**config.mk**
```make
export PLATFORM = sky130hd
export DESIGN_NAME = spi_sb_master_flat
export DESIGN_NICKNAME = d
export VERILOG_FILES = /design/src/rtl/spi_sb_master_pkg.sv /design/src/rtl/spi_sb_master_if.sv /design/src/rtl/spi_sb_master_xact.sv /design/src/rtl/spi_sb_master.sv /design/src/flat_wrapper.sv
export SDC_FILE = /design/constraint.sdc
export NUM_CORES = 1
export LEC_CHECK = 0
export CORE_ASPECT_RATIO = 2
export CORE_UTILIZATION = 31
export CTS_BUF_LIST = sky130_fd_sc_hd__clkbuf_4
export CTS_CLUSTER_SIZE = 12
export DETAILED_ROUTE_END_ITERATION = 12
export PLACE_DENSITY_LB_ADDON = 0.08
export SETUP_SLACK_MARGIN = 0.15
export SLEW_MARGIN = 0
export SYNTH_ARGS = -nofsm -noshare
export SYNTH_HDL_FRONTEND = slang
export SYNTH_SLANG_ARGS = --single-unit
export TNS_END_PERCENT = 100
```
**constraint.sdc**
```tcl
create_clock -name clk -period 2.65 [get_ports clk]
set_clock_uncertainty 0.15 [all_clocks]
set_input_delay 0.53 -clock clk [delete_from_list [all_inputs] [get_ports clk]]
set_output_delay 0.53 -clock clk [all_outputs]
set_load 0.02 [all_outputs]
```
**src/rtl/spi_sb_master_pkg.sv**
```systemverilog
// Shared definitions for the SB_SPI system-bus master: register offsets,
// status bit positions and the sequencing FSM state type.
// Optional build macro: SPI_SB_MASTER_TIMEOUT_EN (ack watchdog).
package spi_sb_pkg;

  // Low-nibble register offsets inside the SB_SPI block
  localparam logic [3:0] REG_CR1  = 4'h9;
  localparam logic [3:0] REG_CR2  = 4'hA;
  localparam logic [3:0] REG_BR   = 4'hB;
  localparam logic [3:0] REG_SR   = 4'hC;
  localparam logic [3:0] REG_TXDR = 4'hD;
  localparam logic [3:0] REG_RXDR = 4'hE;
  localparam logic [3:0] REG_CSR  = 4'hF;

  // SPISR bit positions
  localparam int SR_TRDY = 4;
  localparam int SR_RRDY = 3;

  // CR1 value that enables the SPI core
  localparam logic [7:0] CR1_ENABLE = 8'h80;

  typedef enum logic [3:0] {
    ST_INIT_CR1 = 4'd0,
    ST_INIT_CR2 = 4'd1,
    ST_INIT_BR  = 4'd2,
    ST_IDLE     = 4'd3,
    ST_CS_ON    = 4'd4,
    ST_POLL_T   = 4'd5,
    ST_WR_TX    = 4'd6,
    ST_POLL_R   = 4'd7,
    ST_RD_RX    = 4'd8,
    ST_CS_OFF   = 4'd9
  } state_t;

endpackage

```
**src/rtl/spi_sb_master_if.sv**
```systemverilog
// Stream and system-bus signal bundle for spi_sb_master.
// master modport: the spi_sb_master side; slave modport: the producer/SB_SPI side.
interface spi_sb_master_if;
  logic [7:0] tx_data;
  logic       tx_last;
  logic       tx_valid;
  logic       tx_ready;
  logic [7:0] rx_data;
  logic       rx_valid;
  logic       busy;
  logic       sb_stb;
  logic       sb_rw;
  logic [7:0] sb_adr;
  logic [7:0] sb_dat_o;
  logic [7:0] sb_dat_i;
  logic       sb_ack;

  modport master (
    input  tx_data, tx_last, tx_valid, sb_dat_i, sb_ack,
    output tx_ready, rx_data, rx_valid, busy, sb_stb, sb_rw, sb_adr, sb_dat_o
  );

  modport slave (
    output tx_data, tx_last, tx_valid, sb_dat_i, sb_ack,
    input  tx_ready, rx_data, rx_valid, busy, sb_stb, sb_rw, sb_adr, sb_dat_o
  );
endinterface

```
**src/rtl/spi_sb_master_xact.sv**
```systemverilog
// sb_bus_xact: one SB_SPI system-bus transaction per start request.
// Holds strobe/rw/address/data stable until ack, captures read data on the
// ack cycle and reports completion one cycle later.
// Optional build macro: SPI_SB_MASTER_TIMEOUT_EN adds an ack watchdog (tmo).
module sb_bus_xact #(
  parameter logic [7:0] RESET_ADR = 8'h00
) (
  input  logic       clk,
  input  logic       reset,
  input  logic       start,
  input  logic       rw,
  input  logic [7:0] adr,
  input  logic [7:0] wdat,
  output logic       done,
  output logic [7:0] rdat,
`ifdef SPI_SB_MASTER_TIMEOUT_EN
  output logic       tmo,
`endif
  output logic       sb_stb,
  output logic       sb_rw,
  output logic [7:0] sb_adr,
  output logic [7:0] sb_dat_o,
  input  logic [7:0] sb_dat_i,
  input  logic       sb_ack
);

`ifdef SPI_SB_MASTER_TIMEOUT_EN
  // Strobe cycle 65535 is the last one allowed to see an ack
  localparam logic [15:0] WD_LIMIT = 16'hFFFE;
  logic [15:0] wd_cnt;
`endif

  // Launch a transaction when idle, hold it until ack, then drop strobe and flag done
  always_ff @(posedge clk) begin
    if (reset) begin
      sb_stb   <= 1'b0;
      sb_rw    <= 1'b0;
      sb_adr   <= RESET_ADR;
      sb_dat_o <= 8'h00;
      done     <= 1'b0;
      rdat     <= 8'h00;
`ifdef SPI_SB_MASTER_TIMEOUT_EN
      tmo      <= 1'b0;
      wd_cnt   <= 16'd0;
`endif
    end else begin
      done <= 1'b0;
`ifdef SPI_SB_MASTER_TIMEOUT_EN
      tmo  <= 1'b0;
`endif
      if (sb_stb) begin
        if (sb_ack) begin
          sb_stb <= 1'b0;
          done   <= 1'b1;
          if (!sb_rw) rdat <= sb_dat_i;
        end
`ifdef SPI_SB_MASTER_TIMEOUT_EN
        else if (wd_cnt == WD_LIMIT) begin
          sb_stb <= 1'b0;
          tmo    <= 1'b1;
        end else begin
          wd_cnt <= wd_cnt + 16'd1;
        end
`endif
      end else if (start) begin
        sb_stb   <= 1'b1;
        sb_rw    <= rw;
        sb_adr   <= adr;
        sb_dat_o <= wdat;
`ifdef SPI_SB_MASTER_TIMEOUT_EN
        wd_cnt   <= 16'd0;
`endif
      end
    end
  end

endmodule

```
**src/rtl/spi_sb_master.sv**
```systemverilog
// spi_sb_master: configures an iCE40 SB_SPI hard block after reset, then
// runs one full-duplex byte per accepted tx stream beat, managing chip select
// around tx_last-delimited bursts and returning each received byte on rx_*.
// Optional build macro: SPI_SB_MASTER_TIMEOUT_EN (sticky timeout output).
module spi_sb_master
  import spi_sb_pkg::*;
#(
  parameter logic [3:0] BUS_ADDR74 = 4'b0000,
  parameter logic [7:0] CLK_DIV    = 8'd3,
  parameter logic [3:0] CS_MASK    = 4'b0001,
  parameter logic [7:0] CR2_VAL    = 8'hC0
) (
  input  logic              clk,
  input  logic              reset,
  spi_sb_master_if.master   bus
`ifdef SPI_SB_MASTER_TIMEOUT_EN
  ,
  output logic              timeout
`endif
);

  state_t     state, state_nxt;
  logic       x_start, x_req, x_rw, x_done;
  logic [3:0] x_off;
  logic [7:0] x_wdat, x_rdat;
  logic       stb_w, rw_w;
  logic [7:0] adr_w, dat_w;
  logic       tmo;
  logic [7:0] tx_byte;
  logic       tx_last_q;
  logic       cs_on;

  sb_bus_xact #(
    .RESET_ADR ({BUS_ADDR74, 4'h0})
  ) u_xact (
    .clk      (clk),
    .reset    (reset),
    .start    (x_start),
    .rw       (x_rw),
    .adr      ({BUS_ADDR74, x_off}),
    .wdat     (x_wdat),
    .done     (x_done),
    .rdat     (x_rdat),
`ifdef SPI_SB_MASTER_TIMEOUT_EN
    .tmo      (tmo),
`endif
    .sb_stb   (stb_w),
    .sb_rw    (rw_w),
    .sb_adr   (adr_w),
    .sb_dat_o (dat_w),
    .sb_dat_i (bus.sb_dat_i),
    .sb_ack   (bus.sb_ack)
  );

`ifndef SPI_SB_MASTER_TIMEOUT_EN
  assign tmo = 1'b0;
`endif

  assign bus.sb_stb   = stb_w;
  assign bus.sb_rw    = rw_w;
  assign bus.sb_adr   = adr_w;
  assign bus.sb_dat_o = dat_w;
  assign bus.tx_ready = (state == ST_IDLE);
  assign bus.busy     = (state != ST_IDLE);
  assign bus.rx_valid = (state == ST_RD_RX) && x_done;
  assign bus.rx_data  = x_rdat;

  // State register
  always_ff @(posedge clk) begin
    if (reset) state <= ST_INIT_CR1;
    else       state <= state_nxt;
  end

  // Next-state: advance on transaction completion, a watchdog expiry returns to IDLE
  always_comb begin
    state_nxt = state;
    case (state)
      ST_INIT_CR1: if (x_done) state_nxt = ST_INIT_CR2;
      ST_INIT_CR2: if (x_done) state_nxt = ST_INIT_BR;
      ST_INIT_BR:  if (x_done) state_nxt = ST_IDLE;
      ST_IDLE:     if (bus.tx_valid) state_nxt = cs_on ? ST_POLL_T : ST_CS_ON;
      ST_CS_ON:    if (x_done) state_nxt = ST_POLL_T;
      ST_POLL_T:   if (x_done) state_nxt = x_rdat[SR_TRDY] ? ST_WR_TX : ST_POLL_T;
      ST_WR_TX:    if (x_done) state_nxt = ST_POLL_R;
      ST_POLL_R:   if (x_done) state_nxt = x_rdat[SR_RRDY] ? ST_RD_RX : ST_POLL_R;
      ST_RD_RX:    if (x_done) state_nxt = tx_last_q ? ST_CS_OFF : ST_IDLE;
      ST_CS_OFF:   if (x_done) state_nxt = ST_IDLE;
      default:     state_nxt = ST_INIT_CR1;
    endcase
    if (tmo) state_nxt = ST_IDLE;
  end

  // Output decode: the bus transaction each state issues; a new strobe only
  // after the previous one has finished and its done cycle has been consumed
  always_comb begin
    x_req  = 1'b0;
    x_rw   = 1'b0;
    x_off  = REG_CR1;
    x_wdat = 8'h00;
    case (state)
      ST_INIT_CR1: begin x_req = 1'b1; x_rw = 1'b1; x_off = REG_CR1;  x_wdat = CR1_ENABLE;      end
      ST_INIT_CR2: begin x_req = 1'b1; x_rw = 1'b1; x_off = REG_CR2;  x_wdat = CR2_VAL;         end
      ST_INIT_BR:  begin x_req = 1'b1; x_rw = 1'b1; x_off = REG_BR;   x_wdat = CLK_DIV;         end
      ST_CS_ON:    begin x_req = 1'b1; x_rw = 1'b1; x_off = REG_CSR;  x_wdat = {4'h0, CS_MASK}; end
      ST_POLL_T:   begin x_req = 1'b1; x_rw = 1'b0; x_off = REG_SR;                             end
      ST_WR_TX:    begin x_req = 1'b1; x_rw = 1'b1; x_off = REG_TXDR; x_wdat = tx_byte;         end
      ST_POLL_R:   begin x_req = 1'b1; x_rw = 1'b0; x_off = REG_SR;                             end
      ST_RD_RX:    begin x_req = 1'b1; x_rw = 1'b0; x_off = REG_RXDR;                           end
      ST_CS_OFF:   begin x_req = 1'b1; x_rw = 1'b1; x_off = REG_CSR;  x_wdat = 8'h00;           end
      default:     x_req = 1'b0;
    endcase
    x_start = x_req && !stb_w && !x_done && !tmo;
  end

  // Byte latch on handshake and chip-select tracking across a burst
  always_ff @(posedge clk) begin
    if (reset) begin
      cs_on <= 1'b0;
    end else begin
      if ((state == ST_CS_ON) && x_done)  cs_on <= 1'b1;
      if ((state == ST_CS_OFF) && x_done) cs_on <= 1'b0;
      if (tmo)                            cs_on <= 1'b0;
    end
    if ((state == ST_IDLE) && bus.tx_valid) begin
      tx_byte   <= bus.tx_data;
      tx_last_q <= bus.tx_last;
    end
  end

`ifdef SPI_SB_MASTER_TIMEOUT_EN
  // Sticky watchdog flag, cleared only by reset
  always_ff @(posedge clk) begin
    if (reset)    timeout <= 1'b0;
    else if (tmo) timeout <= 1'b1;
  end
`endif

endmodule

```
**src/flat_wrapper.sv**
```systemverilog
// flat-port wrapper written by rule: the top's interface ports become plain ports
module spi_sb_master_flat import spi_sb_pkg::*;
#(
  parameter logic [3:0] BUS_ADDR74 = 4'b0000,
  parameter logic [7:0] CLK_DIV    = 8'd3,
  parameter logic [3:0] CS_MASK    = 4'b0001,
  parameter logic [7:0] CR2_VAL    = 8'hC0
)
  (clk, reset, bus_tx_data, bus_tx_last, bus_tx_valid, bus_sb_dat_i, bus_sb_ack, bus_tx_ready, bus_rx_data, bus_rx_valid, bus_busy, bus_sb_stb, bus_sb_rw, bus_sb_adr, bus_sb_dat_o);
  spi_sb_master_if bus_i ();
  input  logic clk;
  input  logic reset;
  input wire logic [$bits(bus_i.tx_data)-1:0] bus_tx_data;
  input wire logic [$bits(bus_i.tx_last)-1:0] bus_tx_last;
  input wire logic [$bits(bus_i.tx_valid)-1:0] bus_tx_valid;
  input wire logic [$bits(bus_i.sb_dat_i)-1:0] bus_sb_dat_i;
  input wire logic [$bits(bus_i.sb_ack)-1:0] bus_sb_ack;
  output wire logic [$bits(bus_i.tx_ready)-1:0] bus_tx_ready;
  output wire logic [$bits(bus_i.rx_data)-1:0] bus_rx_data;
  output wire logic [$bits(bus_i.rx_valid)-1:0] bus_rx_valid;
  output wire logic [$bits(bus_i.busy)-1:0] bus_busy;
  output wire logic [$bits(bus_i.sb_stb)-1:0] bus_sb_stb;
  output wire logic [$bits(bus_i.sb_rw)-1:0] bus_sb_rw;
  output wire logic [$bits(bus_i.sb_adr)-1:0] bus_sb_adr;
  output wire logic [$bits(bus_i.sb_dat_o)-1:0] bus_sb_dat_o;
  assign bus_i.tx_data = bus_tx_data;
  assign bus_i.tx_last = bus_tx_last;
  assign bus_i.tx_valid = bus_tx_valid;
  assign bus_i.sb_dat_i = bus_sb_dat_i;
  assign bus_i.sb_ack = bus_sb_ack;
  assign bus_tx_ready = bus_i.tx_ready;
  assign bus_rx_data = bus_i.rx_data;
  assign bus_rx_valid = bus_i.rx_valid;
  assign bus_busy = bus_i.busy;
  assign bus_sb_stb = bus_i.sb_stb;
  assign bus_sb_rw = bus_i.sb_rw;
  assign bus_sb_adr = bus_i.sb_adr;
  assign bus_sb_dat_o = bus_i.sb_dat_o;
  spi_sb_master #(.BUS_ADDR74(BUS_ADDR74), .CLK_DIV(CLK_DIV), .CS_MASK(CS_MASK), .CR2_VAL(CR2_VAL)) u_core (.clk(clk), .reset(reset), .bus(bus_i));
endmodule
```
==> metrics.txt, run 1 <==
status=finished clean; CP peak stage delay=approximately 340 ps; Power Density=508 mW/mm2; Max Clk Rate=446 MHz; Hold Crit Start=u_core.u_xact.sb_dat_o[1]$_SDFFE_PP0P_; post-synthesis compound-gate area fraction=20.6%; Leak=0.836 nW; Detailed Routing Iterations Pass 1=7; Fin. Hold Viols=0; Finished Layout Cells=roughly 290; Area growth syn-to-layout=31.4%; setup bufs post-CTS=0; Worst R2R Start=u_core.state[3]$_SDFFE_PP0P_; Critical Path Source=u_core.state[3]$_SDFFE_PP0P_; setup_tns=0 ps; grt total ovfl=0; Final WS setup=407 ps; Post-synth EDFFs=9; Post-synth ARST share=0%; placed wire-length estimate=~3.3 mm; XOR/XNOR share of the synthesized area=0%; critical path class=reg -> out; CP max-delay cell=dfxtp_1; YS warnings=0; DRT antenna net count=0; crit-path max FO=18; Clock Tree Root=clkbuf_4; Iter 0 DRT Violations=between 40 and 50; Worst Reg-to-Reg Cells=5; Tot GR Track Use=around 17%; share of the yosys chip area belonging to registers=48.7%; WP data required=1970 ps; Buf/Inv on CP=3; CTS clk-pin slew, worst paths=~110 ps; Starting Density=32.6%; routed wire length per instance=15.8 um; synthesized instance count=182; Peak VDD IR=0.000370 V; Die ar.=0.00582 mm2; Hold WC Path Type=reg -> reg; main combinational cell family by area after synthesis=compound AO/OA/AOI/OAI gates; hold-critical path endpoint=u_core.u_xact.sb_dat_o[1]$_SDFFE_PP0P_; post-synthesis simple-gate area fraction=between 10% and 20%; worst reg2reg endpoint=u_core.state[1]$_SDFFE_PP0P_; post-synthesis mux area share=4.70%; DRC viols=0; diode count=0; die width=54.4 um; Vias=1,535; crit share post-route=84.7%; Top FF cell, synth=dfxtp_1; fin. max-slew vios=0; Max Cap Viol=0; Slew Limit Headroom=52.8%; largest net degree at the start of global routing=27; io pins=50; Placement Setup Slack=around 470 ps; Crit path max-delay family=buffers and inverters; worst reg-to-reg setup slack=around 700 ps; vias in the first global route=1,537; IO buf count=45; vias per inst=5.39; Num CTS Buffers=5; mapped cell area=0.00171 mm2; Post-Route WL=4.51 mm; Placed Cells=277; Worst Hold Path Cells=2; GPL Wtd Cong=0.808; Post-Synth Adder-Cell Area=0%; Clock Sinks=37; H-tree depth=2; unique cell type count in the Yosys netlist=43; filler cell count=546; layout cells sized above 1=10.6%; FF+latch count, synth=37; Synth Area per Inst=9.37 um2; # rows=37; fin nets=247; post_cts resized=3; startpoint types=flip-flop; core box area=0.00523 mm2; die height=107 um; Max clock buf depth=2; CTS tree=yes; Final min period=2240 ps; worst-margin pin slew=705 ps; CP cell instances=buf_4 > and4bb_2 > inv_1 > dlygate4sd2_1; Crit path arrival time=approximately 1600 ps; unrepaired setup endpoints after global routing=no; first-pass GRT wire length=7.22 mm; crit end category=output pin; Hold Buf Count CTS=0; initial antenna violation count=0; # setup viols final=0; clk_lat worst skew=340 ps
-- worst min-delay path, cell delays in order, from the launching register on --
cell	delay [ps]
dfxtp_1	320
o21ai_0	60
a21oi_1	60
-- worst max path at each step --
stage,endpoint,slack (ps),cells past startpoint
floorplan,bus_rx_valid,630,3
global placement,bus_rx_valid,470,3
detailed placement,bus_rx_valid,470,3
CTS,bus_rx_valid,390,3
global route,bus_busy,340,4
finish,bus_busy,410,4
-- per-stage QoR --
step	total power (W)	util (%)	hold WS, ps	area [um2]
2_1_floorplan	0.000762	-	311	1720
3_3_place_gp	0.000848	41.9	311	2190
3_5_place_dp	0.000854	41.9	308	2190
4_1_cts	0.00116	42.8	334	2240
5_1_grt	0.00120	42.8	348	2240
6_report	0.00114	42.8	329	2240
-- Yosys cell counts (4+ instances only) --
cell type | number | share of area [%]
a21oi_1 | 17 | 5.0
buf_2 | 7 | 2.1
buf_4 | 6 | 2.6
clkbuf_1 | 4 | 0.88
dfxtp_1 | 28 | 33
edfxtp_1 | 9 | 16
inv_1 | 6 | 1.3
mux2i_1 | 8 | 4.7
nand2_1 | 7 | 1.5
nand4_1 | 4 | 1.5
nor2_1 | 15 | 3.3
nor3_1 | 8 | 2.3
o21a_1 | 4 | 1.8
o21ai_0 | 15 | 4.4
-- metal layers --
layer	global-route usage, %	vias to the layer above	wire length [um]
met5	0	-	0
met4	9.34	0	180
met3	3.26	14	191
met2	29.8	59	2510
met1	17.9	721	1630
li1	-	741	-
-- cell families after synthesis --
logic type / after synthesis
AOI/OAI and AO/OA: 55
DFF: 37
buffers and inverters: 23
other: 1
muxes: 8
and+or+nand+nor: 58
-- placed cells by master (no fill, tap or decap), types with 2 or more instances in the layout --
cell type        synthesis  final
dlygate4sd2_1            0      3
and4bb_2                 2      2
o22ai_1                  2      2
o211ai_1                 2      2
o21ai_0                 15     15
nor3b_1                  2      2
nor4_1                   2      2
or2_1                    2      2
edfxtp_1                 9      9
nor3_1                   8      8
clkbuf_4                 0      6
clkinv_2                 0      2
mux2i_1                  8      8
nand4_1                  4      4
o21a_1                   4      4
nor2b_1                  2      2
nand2_1                  7      7
a211oi_1                 2      2
a221oi_1                 2      2
nand2b_1                 3      3
inv_1                    6      6
a21oi_1                 17     17
o32ai_1                  2      2
conb_1                   1      4
clkdlybuf4s50_1          0     42
nor3_2                   2      2
dfxtp_1                 28     28
buf_4                    6      6
a311oi_1                 2      2
and2_1                   2      2
nor2_1                  15     15
-- final cells by class --
type / count / area [um2] / area share, %
Sequential cell: 37 / 831 / 37.1
Clock inverter: 2 / 10.0 / 0.447
Tap cell: 58 / 72.6 / 3.24
Timing Repair Buffer: 51 / 492 / 21.9
Multi-Input combinational cell: 125 / 768 / 34.3
Clock buffer: 6 / 45.0 / 2.01
Inverter: 6 / 22.5 / 1.01
-- power by group --
part | switching [W] | internal, W
sequential | 0.0000185 | 0.000602
clock | 0.000187 | 0.000111
combinational | 0.000120 | 0.000101
-- flip-flops by register name, indices dropped and copies added, names as in the netlist, 4 cells and up --
register / flops
u_core.tx_byte: 8
u_core.u_xact.sb_dat_o: 8
u_core.u_xact.sb_adr: 4
u_core.u_xact.rdat: 8
u_core.state: 4
No activity file was read; power rests on OpenSTA's default activity.
==> run 2, diff against run 1 <==
==> constraint.sdc (replaced) <==
create_clock -name clk -period 2 [get_ports clk]
set_clock_uncertainty 0.15 [all_clocks]
set_input_delay 0.4 -clock clk [delete_from_list [all_inputs] [get_ports clk]]
set_output_delay 0.4 -clock clk [all_outputs]
set_load 0.02 [all_outputs]
==> run 2 against run 1 <==
Clock-buffer cell count decreased by 1; core utilization increased by 2.2 points; largest power group unchanged; combinational power increased by 31%; clock power increased by 120%; highest routed layer unchanged; worst hold slack improved by 5.2 ps; die area unchanged; sequential share of layout area decreased by 1.7 points.
==> metrics.txt, run 2 (same netlist as run 1, synthesis figures left out) <==
status=finished clean; first-pass GRT wire length=7.58 mm; initial antenna violation count=0; Crit path arrival time=approximately 1300 ps; largest net degree at the start of global routing=25; crit share post-route=91.4%; GPL Wtd Cong=0.802; Worst R2R Start=u_core.u_xact.done$_SDFF_PP0_; Max Clk Rate=~550 MHz; Max Cap Viol=0; hold-critical path endpoint=u_core.u_xact.sb_dat_o[0]$_SDFFE_PP0P_; Peak VDD IR=0.000461 V; CTS tree=yes; Worst Reg-to-Reg Cells=4; Leak=1.09 nW; Final min period=1830 ps; largest registers=u_core.tx_byte: 8 flops, u_core.u_xact.rdat: 8 flops, u_core.u_xact.sb_dat_o: 8 flops; die height=between 100 and 150 um; Num CTS Buffers=5; fin. max-slew vios=0; Starting Density=32.6%; clk_lat worst skew=approximately 350 ps; worst reg-to-reg setup slack=between 200 and 300 ps; Max clock buf depth=2; crit-path max FO=5; vias per inst=5.25; startpoint types=flip-flop; DRC viols=0; Detailed Routing Iterations Pass 1=4; worst reg2reg endpoint=u_core.u_xact.sb_dat_o[1]$_SDFFE_PP0P_; Clock Tree Root=clkbuf_4; # rows=37; critical path class=reg -> out; Clock Sinks=37; Area growth syn-to-layout=38.3%; crit end category=output pin; io pins=50; Vias=roughly 1,500; Worst Hold Path Cells=2; DRT antenna net count=0; placed wire-length estimate=3.59 mm; Hold WC Path Type=reg -> reg; Fin. Hold Viols=0; setup_tns=0 ps; layout cells sized above 1=16.2%; filler cell count=roughly 540; Die ar.=0.00582 mm2; vias in the first global route=1,625; routed wire length per instance=15.6 um; Iter 0 DRT Violations=27; Tot GR Track Use=17.9%; worst hold slack=334 ps; IO buf count=45; diode count=0; commonest non-fill, non-tap cell in the layout=dfxtp_1; die width=54.4 um; # setup viols final=0; WP data required=1450 ps; unrepaired setup endpoints after global routing=yes; most frequent cells in the layout=dfxtp_1, clkdlybuf4s50_1, a21oi_1, nor2_1, o21ai_0; Hold Buf Count CTS=0; fin nets=254; Hold Crit Start=u_core.u_xact.sb_dat_o[0]$_SDFFE_PP0P_; Post-Route WL=4.55 mm; CTS clk-pin slew, worst paths=120 ps; Power Density=745 mW/mm2; core box area=0.00523 mm2; H-tree depth=2; grt total ovfl=0; setup bufs post-CTS=0
## run 2: cell count changes in the layout (fill, tap and decap cells not counted), moves of 2 or more
cell,previous run,this run
dlygate4sd2_1,3,14
buf_2,0,2
bufinv_16,0,2
dfxtp_2,0,3
dlymetal6s2s_1,0,8
dfxtp_1,28,25
buf_4,6,12
clkdlybuf4s50_1,42,20
## run 2: critical path, stage by stage (launching register included)
cell,delay (ps)
dfxtp_2,360
or2_1,250
nor4_2,130
clkbuf_2,210
## run 2: through the flow
stage / power (W) / util (%) / worst slack, ps / instance area [um2] / cells
floorplan: 0.00101 / - / 316 / 1720 / 185
global placement: 0.00113 / 43.0 / 72.4 / 2250 / 284
detailed placement: 0.00114 / 43.0 / 26.3 / 2250 / 284
CTS: 0.00177 / 44.6 / 7.86 / 2330 / 292
global route: 0.00183 / 45.1 / 111 / 2360 / 292
finish: 0.00176 / 45.1 / 172 / 2360 / 292
## run 2: timing repair
item	4_1_cts	5_1_grt
endpoints found under the hold margin	0	0
setup endpoints to repair	17	15
resized for setup	24	16
## run 2: worst max-delay path by stage
stage / from / end / slack [ps] / cells after the start
global route: u_core.state[1]$_SDFFE_PP0P_ / bus_rx_valid / 110 / 3
global placement: bus_tx_valid / u_core.state[3]$_SDFFE_PP0P_ / 70 / 4
detailed placement: bus_tx_valid / u_core.state[3]$_SDFFE_PP0P_ / 30 / 4
CTS: u_core.state[1]$_SDFFE_PP0P_ / bus_rx_valid / 8 / 3
floorplan: u_core.state[3]$_SDFFE_PP0P_ / u_core.state[1]$_SDFFE_PP0P_ / 320 / 5
finish: u_core.state[1]$_SDFFE_PP0P_ / bus_rx_valid / 170 / 3
## run 2: area by class of cell
type | count | area [um2] | area share, %
Sequential cell | 37 | 835 | 35.4
Multi-Input combinational cell | 125 | 787 | 33.4
Timing Repair Buffer | 58 | 539 | 22.9
Tap cell | 58 | 72.6 | 3.08
Clock inverter | 3 | 65.1 | 2.76
Clock buffer | 5 | 37.5 | 1.59
Inverter | 6 | 22.5 | 0.955
## run 2: where the power goes
part	total (W)	switching, W	internal [W]
clock	0.000647	0.000260	0.000387
combinational	0.000289	0.000162	0.000127
sequential	0.000820	0.0000225	0.000798
total	0.00176	0.000444	0.00131
## run 2: layer usage
layer	routed length (um)	part of all wire, %	global-route usage, %
met5	0	0	0
met4	123	2.7	8.42
met3	168	3.7	3.55
met2	2670	59	32.3
met1	1580	35	18.1
